--- src/rtl/int_priority_sequencer.sv ---
// int_priority_sequencer: edge-latched 4-source interrupt arbiter with return stack; `NESTED_INT_EN enables priority nesting
module int_priority_sequencer #(
  parameter int DEPTH = 4,
  parameter logic [31:0] VEC0 = 32'd1400,
  parameter logic [31:0] VEC1 = 32'd1600,
  parameter logic [31:0] VEC2 = 32'd750,
  parameter logic [31:0] VEC3 = 32'd950
) (
  input  logic        clk,
  input  logic        rst,
  input  logic [3:0]  ir,
  input  logic        ie,
  input  logic        eret,
  input  logic [31:0] nopc,
  input  logic        ack,
  output logic        int_request,
  output logic [1:0]  int_num,
  output logic [31:0] int_pc,
  output logic        ret_valid,
  output logic [31:0] ret_pc,
  output logic [3:0]  waiting,
  output logic [3:0]  level,
  output logic        eret_err
);
`ifdef NESTED_INT_EN
  localparam int D = DEPTH;
`else
  localparam int D = DEPTH < 1 ? DEPTH : 1;
`endif
  typedef enum logic {IDLE, REQ} state_t;
  state_t state, state_n;
  logic [3:0] ir_q, mask, elig, clr;
  logic [1:0] sel, hi;
  logic [2:0] tp;
  logic [31:0] stk_pc [8];
  logic do_push;
  assign tp = 3'(level - 4'd1);
  assign int_request = state == REQ;
  assign int_num = int_request ? sel : 2'd0;
  assign int_pc = !int_request ? 32'd0 : sel == 2'd3 ? VEC3 : sel == 2'd2 ? VEC2 : sel == 2'd1 ? VEC1 : VEC0;
`ifdef NESTED_INT_EN
  logic [1:0] stk_pri [8];
  assign mask = level == 4'd0 ? 4'hf : 4'b1110 << stk_pri[tp];
  // priority of each pushed context, masks equal and lower sources while it is live
  always_ff @(posedge clk)
    if (!rst) stk_pri <= '{default: 2'd0};
    else if (do_push) stk_pri[level[2:0]] <= sel;
`else
  assign mask = level == 4'd0 ? 4'hf : 4'h0;
`endif
  assign elig = waiting & mask;
  assign hi = elig[3] ? 2'd3 : elig[2] ? 2'd2 : elig[1] ? 2'd1 : 2'd0;
  assign clr = do_push ? 4'b0001 << sel : 4'h0;
  // state register
  always_ff @(posedge clk)
    if (!rst) state <= IDLE;
    else state <= state_n;
  // eret always wins: it pops and cancels any outstanding request
  always_comb begin
    do_push = state == REQ && ack && !eret;
    state_n = state == REQ ? (eret || ack ? IDLE : REQ) : (!eret && ie && elig != 4'h0 && level < 4'(D) ? REQ : IDLE);
  end
  // edge capture, arbitration latch, return stack and return pulse
  always_ff @(posedge clk) begin
    if (!rst) begin
      ir_q <= 4'h0;
      waiting <= 4'h0;
      sel <= 2'd0;
      level <= 4'd0;
      ret_valid <= 1'b0;
      ret_pc <= 32'd0;
      eret_err <= 1'b0;
      stk_pc <= '{default: 32'd0};
    end else begin
      ir_q <= ir;
      waiting <= (waiting & ~clr) | (ir & ~ir_q);
      ret_valid <= eret && level != 4'd0;
      if (state == IDLE && state_n == REQ) sel <= hi;
      if (do_push) begin
        stk_pc[level[2:0]] <= nopc;
        level <= level + 4'd1;
      end
      if (eret && level != 4'd0) begin
        ret_pc <= stk_pc[tp];
        level <= level - 4'd1;
      end
      if (eret && level == 4'd0) eret_err <= 1'b1;
    end
  end
endmodule

--- config.mk ---
export PLATFORM = sky130hd
export DESIGN_NAME = int_priority_sequencer
export DESIGN_NICKNAME = d
export VERILOG_FILES = /design/src/rtl/int_priority_sequencer.sv
export SDC_FILE = /design/constraint.sdc
export NUM_CORES = 1
export LEC_CHECK = 0
export ABC_AREA = 1
export CAP_MARGIN = 15
export CORE_ASPECT_RATIO = 0.8
export CORE_MARGIN = 2
export CORE_UTILIZATION = 35
export CTS_CLUSTER_DIAMETER = 50
export DETAILED_ROUTE_END_ITERATION = 12
export REMOVE_ABC_BUFFERS = 1
export SYNTH_ARGS = -nofsm -noshare
export SYNTH_HDL_FRONTEND = slang
export SYNTH_SLANG_ARGS = --single-unit
--- constraint.sdc ---
create_clock -name clk -period 3.3 [get_ports clk]
set_input_delay 0.825 -clock clk [delete_from_list [all_inputs] [get_ports clk]]
set_output_delay 0.825 -clock clk [all_outputs]
set_load 0.01 [all_outputs]
==> metrics.md, run 1 <==
| Metric | Value |
|---|---|
| Outcome | `complete, no violations` |
| Post-Place Cells | `2664` |
| Area leader, netlist | `dfxtp_1` |
| Most frequent cells in the layout | `nand2_1 (464), nor2_1 (347), dfxtp_1 (304)` |
| DR pass1 iterations | `5` |
| Row cnt | `65` |
| Clk sink count | `305` |
| Vias per std cell | `4.70` |
| Skew-Pair Late Insertion Delay | `0.57 ns` |
| Number of buffers added on ports | `95` |
| Leakage | `0.00728 µW` |
| Resized Gates After CTS | `0` |
| Final worst path period need | `2.97 ns` |
| Global-route wire length before repair | `63100 µm` |
| Synthesized cell area | `14000 µm²` |
| R2R setup slack | `0.92 ns` |
| DRT iter0 DRCs | `917` |
| Worst hold stages | `1` |
| Logic gate share of total power | `28.8%` |
| Total Wirelength | `39100 µm` |
| HPWL Detailed | `22400 µm` |
| Core Region | `39400 µm²` |
| Initial antenna violation count | `0` |
| Setup TNS | `0 ns` |
| Sw Share | `34.7%` |
| Drt wl/cell | `14.4 µm` |
| Max_slew headroom | `49.0%` |
| Ratio of cells with drive above 1 in the final layout | `4.58%` |
| Critical path type | `reg -> out` |
| Grt ovf | `0` |
| Area share of the largest cell type after synthesis | `43.8%` |
| Syn Area/Cell | `6.52 µm²` |
| CTS Hold Bufs | `0` |
| Yosys Warn Count | `0` |
| Clock skew | `0.0112 ns` |
| Flops & latches, synth | `305` |
| Crit path DAT | `2.14 ns` |
| R2r endpoint | `ret_pc[14]` |
| Setup Buffers After CTS | `0` |
| Vias in the first global route | `11.8k` |
| Final Util | `41.4%` |
| Starting Density | `35.4%` |
| Commonest non-fill, non-tap cell in the layout | `nand2_1` |
| Total vias in the final route | `12.8k` |
| Area Growth Syn to Fin | `16.8%` |
| Clock share of power | `33.5%` |
| Nets | `2210` |
| Die Wd | `227 µm` |
| Worst Setup End Kind | `output port` |
| Reg2reg path depth | `10` |
| H-tree levels | `1` |
| Count of non-filler cells in the finished layout | `2720` |
| Pint | `6830 µW` |
| CTS tree | `done` |
| Die ar. | `41500 µm²` |
| GRT Total Usage | `18.7%` |
| Hold_sp | `ir_q[0]` |
| Max-cap violations | `0` |
| Gate Count Post-Synth | `2139` |
| RR Startpoint | `level[0]` |
| Clk buf depth | `3` |
| DRC | `0` |
| P per Cell Area | `642 nW/µm²` |
| Die Y | `183 µm` |
| Worst vdd ir | `0.000373 V` |
| Worst Max-Slew Pin Slew | `0.765 ns` |
| TritonCTS buffer count | `31` |
| I/O pin count | `118` |
| Total chip power | `10500 µW` |
| Hold endpoint | `waiting[0]` |
| Clock-pin slew on the worst setup and hold paths | `0.06 ns` |
| HP Class | `reg -> reg` |
| Diodes inserted | `0` |
| Largest net degree at the start of global routing | `134` |
| Worst setup SP type | `flip-flop` |
| Switching power | `3630 µW` |
| GPL Wtd Cong | `0.763` |
| Max Fclk | `337 MHz` |
| Netlist cell types | `23` |
| Sequential element share of the synthesized area | `43.8%` |
| Fin crit share | `89.9%` |
| Number of routed nets with antenna violations | `0` |
| Clock root cell | `clkbuf_16` |
| Final setup fails | `0` |
| Required time of the worst setup path | `2.47 ns` |
| Largest fanout on the critical path | `6` |
| Slew Viols, Final | `0` |
| Hold Vio Cnt, Final | `0` |
| Register share of total power | `37.7%` |
| RSZ-0062 raised after global routing | `false` |
| Top cells by area, synth | `dfxtp_1 (44%), nand2_1 (13%), nor2_1 (9.4%)` |
-- per-stage QoR --
stage	hold WS, ns	setup WS, ns	cell area, µm²
after floorplan	0.399	-5.31	13300
after global placement	0.403	0.469	15300
after detailed placement	0.413	0.408	15300
after CTS	0.426	0.293	16300
after global routing	0.438	0.190	16300
final	0.418	0.333	16300
-- cell type report --
| type | count | area, µm² |
|---|---|---|
| fillers | 4140 | 23100 |
| flip-flops and latches | 305 | 6110 |
| multi-input cells | 1397 | 6080 |
| repair buffers | 128 | 1310 |
| inverters | 298 | 1120 |
| clock buffers | 40 | 830 |
| well taps | 536 | 671 |
| clock inverters | 16 | 168 |
-- kinds of logic after synthesis --
| group | share of synthesized area, % |
|---|---|
| and+or+nand+nor | 28.8 |
| buffers and inverters | 13.5 |
| AOI/OAI and AO/OA | 13.2 |
| DFF | 43.8 |
| adders and majority gates | 0.717 |
| other | 0.0269 |
-- worst max-delay path, stage by stage (launching register included) --
cell,delay [ns]
dfxtp_1,0.45
ha_1,0.25
inv_1,0.08
a21oi_1,0.21
clkdlybuf4s50_1,0.58
-- synth_stat cells --
master,instances
nand2_1,466
buf_2,41
clkbuf_1,83
nand2_2,1
o21ai_1,11
conb_1,1
nor2_2,2
inv_1,297
nand3_1,176
buf_1,6
nor2_4,1
o21ai_0,252
ha_1,8
nor3_1,2
nor3_4,2
o21a_1,1
buf_4,30
dfxtp_1,305
o22ai_1,2
inv_2,1
a21oi_1,101
nor2_1,349
nand4_1,1
-- registers in the layout (all words and copies together), names as in the netlist --
signal       cells
stk_pc         256
ret_pc          32
ir_q             4
level            4
waiting          4
sel              2
eret_err         1
int_request      1
ret_valid        1
-- power groups by stage --
stage | clock network, µW | registers, µW | logic [µW]
after CTS | 3580 | 3940 | 3050
final | 3510 | 3940 | 3010
after global routing | 3740 | 3960 | 3380
after global placement | 0 | 4020 | 3030
after floorplan | 0 | 4150 | 1700
after detailed placement | 0 | 4020 | 3040
-- how the worst max path moves through the flow --
stage,cells after the start,end,startpoint,slack [ns]
3_5_place_dp,7,stk_pc[255],eret,0.41
5_1_grt,5,int_pc[1],sel[0],0.19
4_1_cts,4,int_pc[7],sel[0],0.29
2_1_floorplan,9,ret_pc[0],level[0],-5.31
3_3_place_gp,7,stk_pc[227],eret,0.47
6_report,4,int_pc[7],sel[0],0.33
-- routing by layer --
layer  vias to the layer above  global-route usage [%]  share of wire (%)
li1                       6596                       -                  -
met1                      5871                    25.7                 48
met2                       270                    31.3                 46
met3                        50                    2.64                4.7
met4                         0                    3.56                1.5
met5                         -                       0                  0
Note: power is estimated with default switching activity, not from simulation.
==> run 2: changes to the inputs <==
--- a/config.mk
+++ b/config.mk
@@ -12,6 +12,7 @@
 export CORE_UTILIZATION = 35
 export CTS_CLUSTER_DIAMETER = 50
 export DETAILED_ROUTE_END_ITERATION = 12
+export PLACE_DENSITY = 0.52
 export REMOVE_ABC_BUFFERS = 1
 export SYNTH_ARGS = -nofsm -noshare
 export SYNTH_HDL_FRONTEND = slang
==> metrics.md, run 2 (same netlist as run 1, synthesis figures left out) <==
| Metric | Value |
|---|---|
| Outcome | `complete, no violations` |
| GRT Total Usage | `20.2%` |
| Filler Cells Inserted | `4196` |
| Crit path DAT | `2.16 ns` |
| Grt ovf | `0` |
| Critical path type | `reg -> out` |
| Largest net degree at the start of global routing | `93` |
| Die Y | `183 µm` |
| Number of routed nets with antenna violations | `0` |
| Area Growth Syn to Fin | `19.2%` |
| Worst setup path start | `sel[0]` |
| Global-route wire length before repair | `66600 µm` |
| GPL Wtd Cong | `0.761` |
| Slew Viols, Final | `0` |
| Worst vdd ir | `0.000332 V` |
| Worst Max-Slew Pin Slew | `0.840 ns` |
| Resized Gates After CTS | `0` |
| Reg2reg path depth | `6` |
| Initial antenna violation count | `0` |
| Total chip power | `11600 µW` |
| Total Wirelength | `41500 µm` |
| R2R setup slack | `0.95 ns` |
| Buffers plus inverters on the worst setup path | `2` |
| Drt wl/cell | `15.2 µm` |
| Largest regs | `stk_pc x256, ret_pc x32` |
| Switching power | `3780 µW` |
| Hold Worst Slack | `0.416 ns` |
| Clk sink count | `305` |
| H-tree levels | `2` |
| Nets | `2217` |
| Hold_sp | `ir_q[1]` |
| Final worst path period need | `2.98 ns` |
| Vias per std cell | `4.71` |
| Largest fanout on the critical path | `6` |
| Critical-path cell list | `ha_1 -> inv_1 -> a21oi_1 -> clkdlybuf4s50_1` |
| Clock-pin slew on the worst setup and hold paths | `0.06 ns` |
| Levels on crit path | `4` |
| Sw Share | `32.7%` |
| Max-cap violations | `0` |
| Number of buffers added on ports | `95` |
| Starting Density | `35.4%` |
| Clock skew | `0.0194 ns` |
| CP max stage cell | `clkdlybuf4s50_1` |
| DRC | `0` |
| Core Region | `39400 µm²` |
| I/O pin count | `118` |
| Commonest non-fill, non-tap cell in the layout | `nand2_1` |
| Post-Place Cells | `2666` |
| Worst setup SP type | `flip-flop` |
| Crit-path max cell delay | `0.58 ns` |
| Vias in the first global route | `12.0k` |
| Max reg flops | `256` |
| Count of non-filler cells in the finished layout | `2728` |
| P per Cell Area | `695 nW/µm²` |
| Required time of the worst setup path | `2.47 ns` |
| Max_slew headroom | `44.0%` |
| Die ar. | `41500 µm²` |
| CTS tree | `done` |
| Die Wd | `227 µm` |
| TritonCTS buffer count | `36` |
| Clock share of power | `39.5%` |
| DRT iter0 DRCs | `815` |
| Logic gate share of total power | `26.4%` |
| CTS Hold Bufs | `0` |
| Hold Vio Cnt, Final | `0` |
| Register share of total power | `34.1%` |
| HP Class | `reg -> reg` |
| DR pass1 iterations | `5` |
| Ratio of cells with drive above 1 in the final layout | `5.11%` |
| Clock root cell | `clkbuf_16` |
| Row cnt | `65` |
| Fin crit share | `90.3%` |
| Clk buf depth | `3` |
| Diodes inserted | `0` |
| Max Fclk | `335 MHz` |
| CP delay by family, top | `buffers and inverters` |
| Pint | `7790 µW` |
| Total vias in the final route | `12.8k` |
| Setup crit end | `int_pc[1]` |
| Most frequent cells in the layout | `nand2_1 (464), nor2_1 (347), dfxtp_1 (304)` |
| RR Startpoint | `level[0]` |
| HPWL Detailed | `23600 µm` |
| RSZ-0062 raised after global routing | `false` |
| Final setup fails | `0` |
| Worst Setup End Kind | `output port` |
| Skew-Pair Late Insertion Delay | `0.53 ns` |
| Leakage | `0.00745 µW` |
| Setup Buffers After CTS | `0` |
| Biggest register | `stk_pc` |
| R2r endpoint | `stk_pc[50]` |
run 2: cell count changes in the layout (fill, tap and decap cells not counted), sizes merged:
cell / before / now
bufinv: 3 / 10
clkinvlp: 3 / 2
clkbuf: 40 / 45
buf: 34 / 36
clkinv: 9 / 3
inv: 299 / 300
run 2: cell type report:
cell class                 count  area, µm²  area share [%]
clock inverter                17        348            2.09
timing repair buffer         130       1300            7.83
multi-input combinational   1397       6080            36.5
inverter                     298       1120            6.74
clock buffer                  45       1010            6.05
tap                          536        671            4.03
sequential                   305       6110            36.7
run 2: power groups by stage:
stage                     Combinational (µW)  Sequential (µW)  Clock (µW)
after floorplan                         1700             4150           0
after global placement                  3070             4030           0
after detailed placement                3070             4030           0
after CTS                               3090             3950        4680
after global routing                    3430             3960        4830
final                                   3050             3950        4570
run 2: layer usage:
layer	global-route usage, %	routed length (µm)	part of all wire, %	up-vias
met2	32.5	18600	45	238
met5	0	0	0	-
met3	2.79	1720	4.1	56
li1	-	-	-	6604
met4	5.33	869	2.1	0
met1	28.3	20400	49	5951
run 2: worst reg2reg max path, cell delays in order (launching register included):
cell     delay (ns)
dfxtp_4        0.40
inv_4          0.20
buf_4          0.50
nand3_2        0.51
buf_4          0.38
o21ai_0        0.17
a21oi_1        0.07
run 2: worst min-delay path by stage:
| stage | slack, ns | end | cells after the start |
|---|---|---|---|
| floorplan | 0.40 | waiting[0] | 1 |
| detailed placement | 0.41 | waiting[1] | 1 |
| CTS | 0.41 | waiting[1] | 1 |
| global route | 0.45 | waiting[2] | 1 |
| finish | 0.42 | waiting[1] | 1 |
| global placement | 0.40 | waiting[1] | 1 |
run 2: through the flow:
step / instance area, µm² / util (%) / setup TNS [ns] / setup WS, ns
after floorplan: 13300 / - / -660.45 / -5.31
after global placement: 15300 / 38.8 / 0 / 0.418
after detailed placement: 15300 / 38.8 / 0 / 0.386
after CTS: 16600 / 42.3 / 0 / 0.306
after global routing: 16600 / 42.3 / 0 / 0.202
final: 16600 / 42.3 / 0 / 0.319
==> run 3: changes to the inputs <==
--- a/config.mk
+++ b/config.mk
@@ -14,6 +14,7 @@
 export DETAILED_ROUTE_END_ITERATION = 12
 export PLACE_DENSITY = 0.52
 export REMOVE_ABC_BUFFERS = 1
+export SLEW_MARGIN = 5
 export SYNTH_ARGS = -nofsm -noshare
 export SYNTH_HDL_FRONTEND = slang
 export SYNTH_SLANG_ARGS = --single-unit
==> results of run 3 <==
No change in the layout: final DEF, timing and power equal those of run 2.
